--- src/rtl/bus_arbiter_4.sv ---
// Four-way round-robin arbiter for a shared memory port; grant and all outputs follow req by one cycle.
// One transaction at a time, closed by mem_ready or by timeout abort; requests are held off while BUSY.
module bus_arbiter_4 #(
  parameter int unsigned TIMEOUT = 255,
  parameter int unsigned CNT_W   = 16
) (
  input  logic             clk,
  input  logic             rst_n,
  input  logic [3:0]       req,
  input  logic             mem_ready,
  output logic [3:0]       grant,
  output logic [1:0]       sel,
  output logic             mem_valid,
  output logic [3:0]       done,
  output logic             err,
  output logic [CNT_W-1:0] busy_cnt
);

  typedef enum logic {
    IDLE = 1'b0,
    BUSY = 1'b1
  } state_t;

  localparam logic [CNT_W-1:0] LAST_CNT = CNT_W'(TIMEOUT - 1);
  localparam logic [CNT_W-1:0] SAT_CNT  = CNT_W'(TIMEOUT);

  state_t           state_q, state_d;
  logic [1:0]       ptr_q, ptr_d;
  logic [3:0]       grant_q, grant_d;
  logic [1:0]       sel_q, sel_d;
  logic             mem_valid_q, mem_valid_d;
  logic [3:0]       done_q, done_d;
  logic             err_q, err_d;
  logic [CNT_W-1:0] busy_cnt_q, busy_cnt_d;

  logic [1:0]       win;
  logic             found;
  logic [1:0]       idx;

  // Scan from lowest priority to highest so the last hit is the winner.
  always_comb begin
    win   = ptr_q;
    found = 1'b0;
    idx   = ptr_q;
    for (int k = 3; k >= 0; k--) begin
      idx = ptr_q + 2'(k);
      if (req[idx]) begin
        win   = idx;
        found = 1'b1;
      end
    end
  end

  always_comb begin
    state_d     = state_q;
    ptr_d       = ptr_q;
    grant_d     = grant_q;
    sel_d       = sel_q;
    mem_valid_d = mem_valid_q;
    done_d      = 4'b0000;
    err_d       = 1'b0;
    busy_cnt_d  = busy_cnt_q;

    case (state_q)
      IDLE: begin
        grant_d     = 4'b0000;
        mem_valid_d = 1'b0;
        if (found) begin
          state_d     = BUSY;
          grant_d     = 4'b0001 << win;
          sel_d       = win;
          mem_valid_d = 1'b1;
          busy_cnt_d  = '0;
        end
      end
      BUSY: begin
        // Completion wins over a coincident timeout.
        if (mem_ready || (busy_cnt_q >= LAST_CNT)) begin
          state_d     = IDLE;
          grant_d     = 4'b0000;
          mem_valid_d = 1'b0;
          done_d      = 4'b0001 << sel_q;
          err_d       = !mem_ready;
          ptr_d       = sel_q + 2'd1;
        end else if (busy_cnt_q < SAT_CNT) begin
          busy_cnt_d = busy_cnt_q + 1'b1;
        end
      end
      default: begin
        state_d     = IDLE;
        grant_d     = 4'b0000;
        mem_valid_d = 1'b0;
      end
    endcase
  end

  always_ff @(posedge clk) begin
    if (!rst_n) begin
      state_q     <= IDLE;
      ptr_q       <= 2'd0;
      grant_q     <= 4'b0000;
      sel_q       <= 2'd0;
      mem_valid_q <= 1'b0;
      done_q      <= 4'b0000;
      err_q       <= 1'b0;
      busy_cnt_q  <= '0;
    end else begin
      state_q     <= state_d;
      ptr_q       <= ptr_d;
      grant_q     <= grant_d;
      sel_q       <= sel_d;
      mem_valid_q <= mem_valid_d;
      done_q      <= done_d;
      err_q       <= err_d;
      busy_cnt_q  <= busy_cnt_d;
    end
  end

  assign grant     = grant_q;
  assign sel       = sel_q;
  assign mem_valid = mem_valid_q;
  assign done      = done_q;
  assign err       = err_q;
  assign busy_cnt  = busy_cnt_q;

endmodule

--- config.mk ---
export PLATFORM = sky130hd
export DESIGN_NAME = bus_arbiter_4
export DESIGN_NICKNAME = d
export VERILOG_FILES = /design/src/rtl/bus_arbiter_4.sv
export SDC_FILE = /design/constraint.sdc
export NUM_CORES = 1
export LEC_CHECK = 0
export BUFFER_PORTS_ARGS = -buffer_cell sky130_fd_sc_hd__clkbuf_2
export CORE_MARGIN = 2
export CORE_UTILIZATION = 55
export CTS_BUF_LIST = sky130_fd_sc_hd__clkbuf_4
export DETAILED_ROUTE_END_ITERATION = 7
export PLACE_DENSITY = 0.88
export SLEW_MARGIN = 5
export SYNTH_ARGS = -nofsm -noshare
export SYNTH_HDL_FRONTEND = slang
export SYNTH_SLANG_ARGS = --single-unit
--- constraint.sdc ---
create_clock -name clk -period 4.6 [get_ports clk]
set_input_delay 0.23 -clock clk [delete_from_list [all_inputs] [get_ports clk]]
set_output_delay 0.23 -clock clk [all_outputs]
set_load 0.03 [all_outputs]
After elaboration in Yosys (flattened, before gate mapping)
Cells that the tools add are included.

Add/subtract/negate cells: 5. Multiply operators: 0. Div/mod/pow operators: 0. Magnitude comparators: 6. Equal/unequal tests: 4. Shifts and indexed selects: 2. Mux-type cells: 28. Bitwise logic cells: 1. Reduce and logical (&&, ||, !) cells: 6.

Operators by type and width (count): 16-bit two-way mux (3); 16-bit case mux with 2 select lines (1); 16-bit by 1-bit adder with 16-bit output, second input constant (1); 16-bit by 8-bit greater-or-equal comparator with 1-bit output, second input constant (1); 16-bit by 8-bit < comparator with 1-bit output, second input constant (1); 2-bit by 3-bit < comparator with 1-bit output, second input constant (4); 1-bit two-way mux (11); 1-bit binary-select mux with 2-bit select (4); 2-bit two-way mux (4); 4-bit two-way mux (2); 4-bit case mux with 2 select lines (1); 1-bit by 2-bit left shift with 4-bit output, first input constant (2); 3-bit AND reduction (2); 2-bit by 1-bit adder with 2-bit output, second input constant (2); 2-bit adder, second input constant (2); 2-bit by 1-bit != test with 1-bit output, second input constant (2); 2-bit != test, second input constant (2); 1-bit case mux with 2 select lines (2); 2-bit AND reduction (2); 1-bit logical NOT (1); 1-bit logical OR (1); 1-bit inverter (1).

Register bits: 31. Bits in latches: 0. RAM bits: 0. ROM bits: 0. Output and inout port bits: 28. Word-level logic and storage cells: 60. Memories: 0.

Depth between registers and ports, before layout
Gate-level depths: netlist (run 1).

Depth in word-level cells: 10. Gate-level depth with buffers: 7.

Worst setup path before layout (run 1)
No wires, ideal clock.

Path type: register -> register. Start point: register busy_cnt_q[0] (netlist: busy_cnt[0]). End point: register busy_cnt_q[6] (netlist: busy_cnt[6]). Setup time: 118 ps. Arrival time: 1730 ps. Data required time: 4482 ps. Path slack: 2752 ps. Stages on the path, launching flop included: 8. Period minus slack after synthesis: 1848 ps. Cell sequence: dfxtp_1 inv_1 ha_1 nor3_1 nor3_4 nor4b_2 xnor2_1 nor2_1.

Longest elaborated chain between the ends: 4. Elaborated cells between the ends (all ways): 10. Those cells by class: add/sub: 1; order compare: 2; eq/ne: 2; mux: 3; reduce/logical: 2.

Ends and longest elaborated chain: start: declaration (line 34) `logic [CNT_W-1:0] busy_cnt_q, busy_cnt_d;`; start signal: assignment (line 115) `busy_cnt_q <= busy_cnt_d;`; 16-bit by 1-bit adder with 16-bit output / 16-bit by 8-bit greater-or-equal comparator with 1-bit output (equally long branches) (line 86, 78); 16-bit two-way mux / 1-bit logical OR (equally long branches) (line 85, 78); 16-bit two-way mux / 2-bit != test (equally long branches); 16-bit case mux with 2 select lines / 3-bit AND reduction (equally long branches).

Several ways; a longest one is shown, not always the timed one. The select of a mux whose other input is x is not followed. A chain may end at the register's enable or synchronous reset.

Worst setup path after layout (run 1)
Start point: register busy_cnt_q[0] (netlist: busy_cnt[0]). End point: register busy_cnt_q[5] (netlist: busy_cnt[5]).

Same word-level chain as after synthesis.

==> results of run 1 <==
[per-stage QoR]
stage          instances  hold slack (ps)
2_1_floorplan        142              302
3_3_place_gp         200              410
3_5_place_dp         200              416
4_1_cts              208             60.9
5_1_grt              208             49.0
6_report             208             65.4
[final cells by class]
cell class,count,area (sq um),area share
multi-input cells,104,669,0.423
inverters,3,11.3,0.00711
clock inverters,3,38.8,0.0245
clock buffers,5,37.5,0.0237
well taps,28,35.0,0.0221
repair buffers,34,170,0.108
flip-flops and latches,31,621,0.392
[kinds of logic (layout without fill, tap and decap cells)]
kind of cell | after synthesis | in the layout | share of synthesized area
fa+ha+maj | 2 | 2 | 0.0190
compound gates | 21 | 21 | 0.103
buf+inv | 7 | 45 | 0.0200
simple gates | 75 | 75 | 0.347
xor+xnor | 6 | 6 | 0.0399
flops | 31 | 31 | 0.471
[worst min path at each step]
| stage | start | to | slack, ps | cells after the start |
|---|---|---|---|---|
| final | mem_ready | err | 70 | 2 |
| after global routing | mem_ready | err | 50 | 2 |
| after CTS | mem_ready | err | 60 | 2 |
| after detailed placement | mem_ready | err | 420 | 2 |
| after global placement | mem_ready | err | 410 | 2 |
| after floorplan | mem_ready | err | 300 | 1 |
[layer usage]
metal | vias up | GRT usage | routed length, um
li1 | 577 | - | -
met1 | 530 | 0.253 | 1160
met2 | 37 | 0.348 | 1360
met3 | 6 | 0.0876 | 159
met4 | 0 | 0.145 | 48
met5 | - | 0 | 0
[where the power goes]
group / internal, mW / switching (mW)
clock: 0.112 / 0.0934
combinational: 0.0177 / 0.0366
sequential: 0.275 / 0.00757
[worst max-delay path: stages, from the launching register on]
cell     delay, ps
dfxtp_1        430
inv_1          110
ha_1           220
nor3_1         300
nor3_4         110
nor4_2         320
xnor2_1        170
nor2_1          60
[layout by cell type (no fill, tap or decap), drive strengths merged, types with 3 or more instances in the layout]
cell type  synthesis  layout
dfxtp             31      31
nor3               9       9
inv                3       3
and3               8       8
nor2b              4       4
nor2              21      21
nand2             11      11
xnor2              6       6
a21oi             10      10
nor4               3       3
nand3              8       8
clkbuf             3      39
[cells in the mapped netlist, types with 2 or more instances]
library cell,number
nand3_1,8
nand3b_1,2
clkbuf_1,3
and3_1,8
nor3_1,7
nor2_1,20
a21oi_1,9
inv_1,3
xnor2_1,6
nand4_4,2
nor2b_1,4
or3_1,2
o31ai_1,2
dfxtp_1,31
nand2_1,11
ha_1,2
[flip-flops by register name (all words and copies together), names as in the netlist]
name       count
busy_cnt      16
done           4
sel            2
mem_valid      1
state_q        1
err            1
grant          4
ptr_q          2
==> results.md, run 1 <==
- Status: completed
- Syn Nets: 151
- Worst-margin pin slew: 778 ps
- Post-cts gate resize count: 0
- Synth top area share: 0.471
- Final period util: 0.398
- Final setup vio count: 0
- Critical Path Start: busy_cnt[0]
- Synth Area per Inst: 9.27 sq um
- # port buffers: 34
- CTS clk-pin slew, worst paths: 100 ps
- Row count: 17
- Area of the core: 2230 sq um
- Fillers: 188
- Vias per cell: 5.53
- H-tree levels: 2
- Routed vias: 1150
- Max-cap viol count: 0
- Global Route Usage Sum: 0.224
- Fin Clk Skew: 6.11 ps
- Design area: 1580 sq um
- Antenna cells: 0
- Worst Hold Class: in2reg
- Fraction of layout cells with a size suffix above 1: 0.289
- Final min period: 1830 ps
- Slew HR: 0.475
- Die ar.: 2800 sq um
- Ys flop type: dfxtp_1
- Post-CTS setup buffer count: 0
- Pre-CTS WS: 2810 ps
- Initial antenna violation count: 0
- Final core occ: 0.709
- Worst setup path end: busy_cnt[5]
- Fmax: 546 MHz
- Yosys Warn Count: 0
- CTS tree: built
- Worst reg2reg startpoint: busy_cnt[0]
- Count of cell types in the netlist: 38
- Number of flops mapped to enable cells by yosys: 0
- Worst EP required: 4820 ps
- Detailed Place HPWL: 2.02 mm
- Clock Tree Root: clkbuf_4
- Setup WS post-layout: 2770 ps
- Area grow syn2layout: 20.2%
- CTS Hold Buffers Added: 0
- Peak supply drop: 0.349 mV
- DR iter-0 viols: 16
- R2r worst-path depth: 7
- Nets@finish: 188
- RePlAce Congestion: 0.905
- Vias in the first global route: 1020
- Cell count after synthesis: 142
- Setup CP Type: reg2reg
- Area contributors post-synth: dfxtp_1 (47%), nor2_1 (5.7%), xnor2_1 (4.0%)
- CTS sink count: 31
- Initial Utilization: 0.589
- Power after layout: 0.542 mW
- Final slew viol count: 0
- RSZ-0062 raised after global routing: false
- Asr flop ratio synth: 0
- Sequential fraction of the synthesis area: 0.471
- Area leader, netlist: dfxtp_1
- CP Capture Type: register
- DIE WIDTH: 52.9 um
- Drt wl/cell: 13.1 um
- Placed instance area: 1510 sq um
- First-pass GRT wire length: 4.39 mm
- Synthesized cell area: 1320 sq um
- Number of synthesized register bits: 31
- Clk_lat worst skew: 330 ps
- Final count of hold timing violations: 0
- Critical path arrival: 2050 ps
- R2R Setup Slk: 2770 ps
- Pwr per Cell Area: 343 nW/um^2
- Antenna violation net count after detailed routing: 0
- Num CTS Buffers: 5
- Routed WL: 2.73 mm
- Critical path fanouts, max: 7
- CP Launch Type: register
- Lkg Pwr: 0.683 nW
- # DRC: 0
- CTS max path bufs: 2
- Total grt overflow: 0
- TritonRoute pass-1 iters: 4
- IO Pins: 35
- Largest net degree at the start of global routing: 14
- TNS Setup: 0 ps
- RR Endpoint: busy_cnt[5]
- Die height: 52.9 um
No activity file was read; power rests on OpenSTA's default activity.
==> inputs of run 2 (changes only) <==
--- a/config.mk
+++ b/config.mk
@@ -7,10 +7,10 @@
 export LEC_CHECK = 0
 export BUFFER_PORTS_ARGS = -buffer_cell sky130_fd_sc_hd__clkbuf_2
 export CORE_MARGIN = 2
-export CORE_UTILIZATION = 55
+export CORE_UTILIZATION = 53
 export CTS_BUF_LIST = sky130_fd_sc_hd__clkbuf_4
 export DETAILED_ROUTE_END_ITERATION = 7
-export PLACE_DENSITY = 0.88
+export PLACE_DENSITY = 0.85
 export SLEW_MARGIN = 5
 export SYNTH_ARGS = -nofsm -noshare
 export SYNTH_HDL_FRONTEND = slang
==> constraint.sdc (replaced) <==
create_clock -name clk -period 1.69 [get_ports clk]
set_input_delay 0.0845 -clock clk [delete_from_list [all_inputs] [get_ports clk]]
set_output_delay 0.0845 -clock clk [all_outputs]
set_load 0.03 [all_outputs]
==> results.md, run 2 (synthesis results as in run 1) <==
- Clock Tree Root: clkbuf_4
- Nets@finish: 200 (+6.4%)
- Placed Instances: 206 (+3.0%)
- Hold EP: done[3]
- RR Endpoint: busy_cnt[0]
- First-pass GRT wire length: 4.08 mm (-6.9%)
- Fraction of layout cells with a size suffix above 1: 0.370 (+0.0809)
- Antenna cells: 0 (unchanged)
- Drt wl/cell: 13.5 um (+3.3%)
- CTS sink count: 31 (unchanged)
- Area grow syn2layout: 30.2%
- Final slew viol count: 0 (unchanged)
- Hold slack: 106 ps (+40.5 ps)
- Num CTS Buffers: 5 (unchanged)
- Setup WS post-layout: -2.60 ps (-2770 ps)
- CTS max path bufs: 2 (unchanged)
- Hold depth: 3 (+1)
- Min-Delay Startpoint: rst_n
- Initial antenna violation count: 0 (unchanged)
- Cell seen most often among critical-path stages: nor3_4
- H-tree levels: 2 (unchanged)
- Peak supply drop: 0.599 mV (+72%)
- Row count: 18 (+1)
- Antenna violation net count after detailed routing: 0 (unchanged)
- Most frequent cells in the layout: clkbuf_2 (34), dfxtp_1 (27), nor2_1 (19)
- Slew HR: 0.628 (+0.153)
- Status: finished with violations
- R2r worst-path depth: 6 (-1)
- Failing checks: setup timing
- RePlAce Congestion: 0.867 (-4.2%)
- Pwr per Cell Area: 794 nW/um^2 (+130%)
- Routed vias: 1179 (+2.5%)
- Largest net degree at the start of global routing: 14 (unchanged)
- CP Launch Type: register
- Fin Clk Skew: 11.6 ps (+5.46 ps)
- Final min period: 1690 ps (-138 ps)
- Lkg Pwr: 0.738 nW (+8.1%)
- Worst stage delay on the critical path: 430 ps (about the same)
- DR iter-0 viols: 13 (-3)
- Final cell count without fillers: 222 (+6.7%)
- Total grt overflow: 0 (unchanged)
- DIE WIDTH: 53.8 um (+1.7%)
- Initial Utilization: 0.546 (-0.0431)
- CP Capture Type: register
- Detailed Place HPWL: 1.98 mm (-1.6%)
- Setup CP Type: reg2reg
- Area of the core: 2410 sq um (+7.9%)
- Final period util: 1.00 (+0.603)
- Routed WL: 3.01 mm (+10%)
- Global Route Usage Sum: 0.203 (-0.0208)
- TritonRoute pass-1 iters: 4 (unchanged)
- Final core occ: 0.711 (+0.00264)
- IO Pins: 35 (unchanged)
- Vias in the first global route: 948 (-7.1%)
- Vias per cell: 5.31 (-3.9%)
- Worst-margin pin slew: 553 ps (-225 ps)
- Commonest non-fill, non-tap cell in the layout: clkbuf_2
- Final count of hold timing violations: 0 (unchanged)
- Critical path arrival: 1960 ps (-90 ps)
- Worst reg2reg startpoint: busy_cnt[1]
- Fmax: 591 MHz (+8.2%)
- R2R Setup Slk: -3 ps (-2770 ps)
- # DRC: 0 (unchanged)
- Crit-path cells: ha_4 > nor3_4 > nor3_4 > nor2_2 > or3_1 > a21oi_2
- Max-cap viol count: 0 (unchanged)
- Slowest cell on crit path: or3_1
- CTS tree: built
- RSZ-0062 raised after global routing: true
- Die ar.: 2900 sq um (+3.5%)
- Worst Hold Class: in2reg
- Clk_lat worst skew: 340 ps (about the same)
- CTS clk-pin slew, worst paths: 100 ps (about the same)
- Worst EP required: 1960 ps (-2860 ps)
- Critical path fanouts, max: 6 (-1)
- Final setup vio count: 1 (+1)
- # port buffers: 34 (unchanged)
- Die height: 53.8 um (+1.7%)
- Max reg flops: 16 (unchanged)
[run 2: routing by layer]
layer  vias to the layer above  global-route usage  part of all wire
met5                         -                   0                 0
met4                         0               0.107             0.027
met3                        10              0.0861             0.055
met2                        33               0.313              0.49
li1                        594                   -                 -
met1                       542               0.237              0.43
[run 2: power breakdown]
| part | internal, mW | total [mW] | switching, mW |
|---|---|---|---|
| combinational | 0.0624 | 0.170 | 0.108 |
| sequential | 0.747 | 0.769 | 0.0215 |
| clock | 0.170 | 0.421 | 0.252 |
[run 2: layout make-up]
type | count | area [sq um]
Multi-Input combinational cell | 104 | 717
Clock buffer | 6 | 45.0
Inverter | 3 | 13.8
Clock inverter | 2 | 7.51
Fill cell | 186 | 696
Timing Repair Buffer | 46 | 263
Tap cell | 30 | 37.5
Sequential cell | 31 | 631
[run 2: critical path, delay by kind of cell, from the launching register on]
family	cells	cell delay, ps
simple gates	4	870
compound gates	1	160
fa+ha+maj	1	180
flops	1	410
[run 2: through the flow]
| stage | area, sq um | power [mW] | TNS, ps | worst slack, ps |
|---|---|---|---|---|
| 6_report | 1710 | 1.36 | -2.60 | -2.60 |
| 5_1_grt | 1710 | 1.42 | -120 | -75.3 |
| 4_1_cts | 1610 | 1.36 | 0 | 40.3 |
| 3_5_place_dp | 1540 | 0.945 | 0 | 0.699 |
| 3_3_place_gp | 1540 | 0.939 | 0 | 73.9 |
| 2_1_floorplan | 1320 | 0.892 | -10.0 | -10.0 |
[run 2: what timing repair did]
| action | CTS | global route |
|---|---|---|
| endpoints found under the hold margin | 1 | 0 |
| pin swaps | 0 | 6 |
| setup buffers | 0 | 7 |
| hold buffers | 1 | 0 |
| resized for setup | 1 | 11 |
| endpoints found under the setup margin | 1 | 7 |
[run 2: worst max path at each step]
stage	end	from	slack [ps]
after global routing	busy_cnt[0]	busy_cnt[1]	-80
after detailed placement	busy_cnt[6]	busy_cnt[0]	0.7
after floorplan	busy_cnt[6]	busy_cnt[0]	-10
after CTS	busy_cnt[0]	busy_cnt[1]	40
after global placement	busy_cnt[6]	busy_cnt[0]	70
final	busy_cnt[0]	busy_cnt[1]	-3
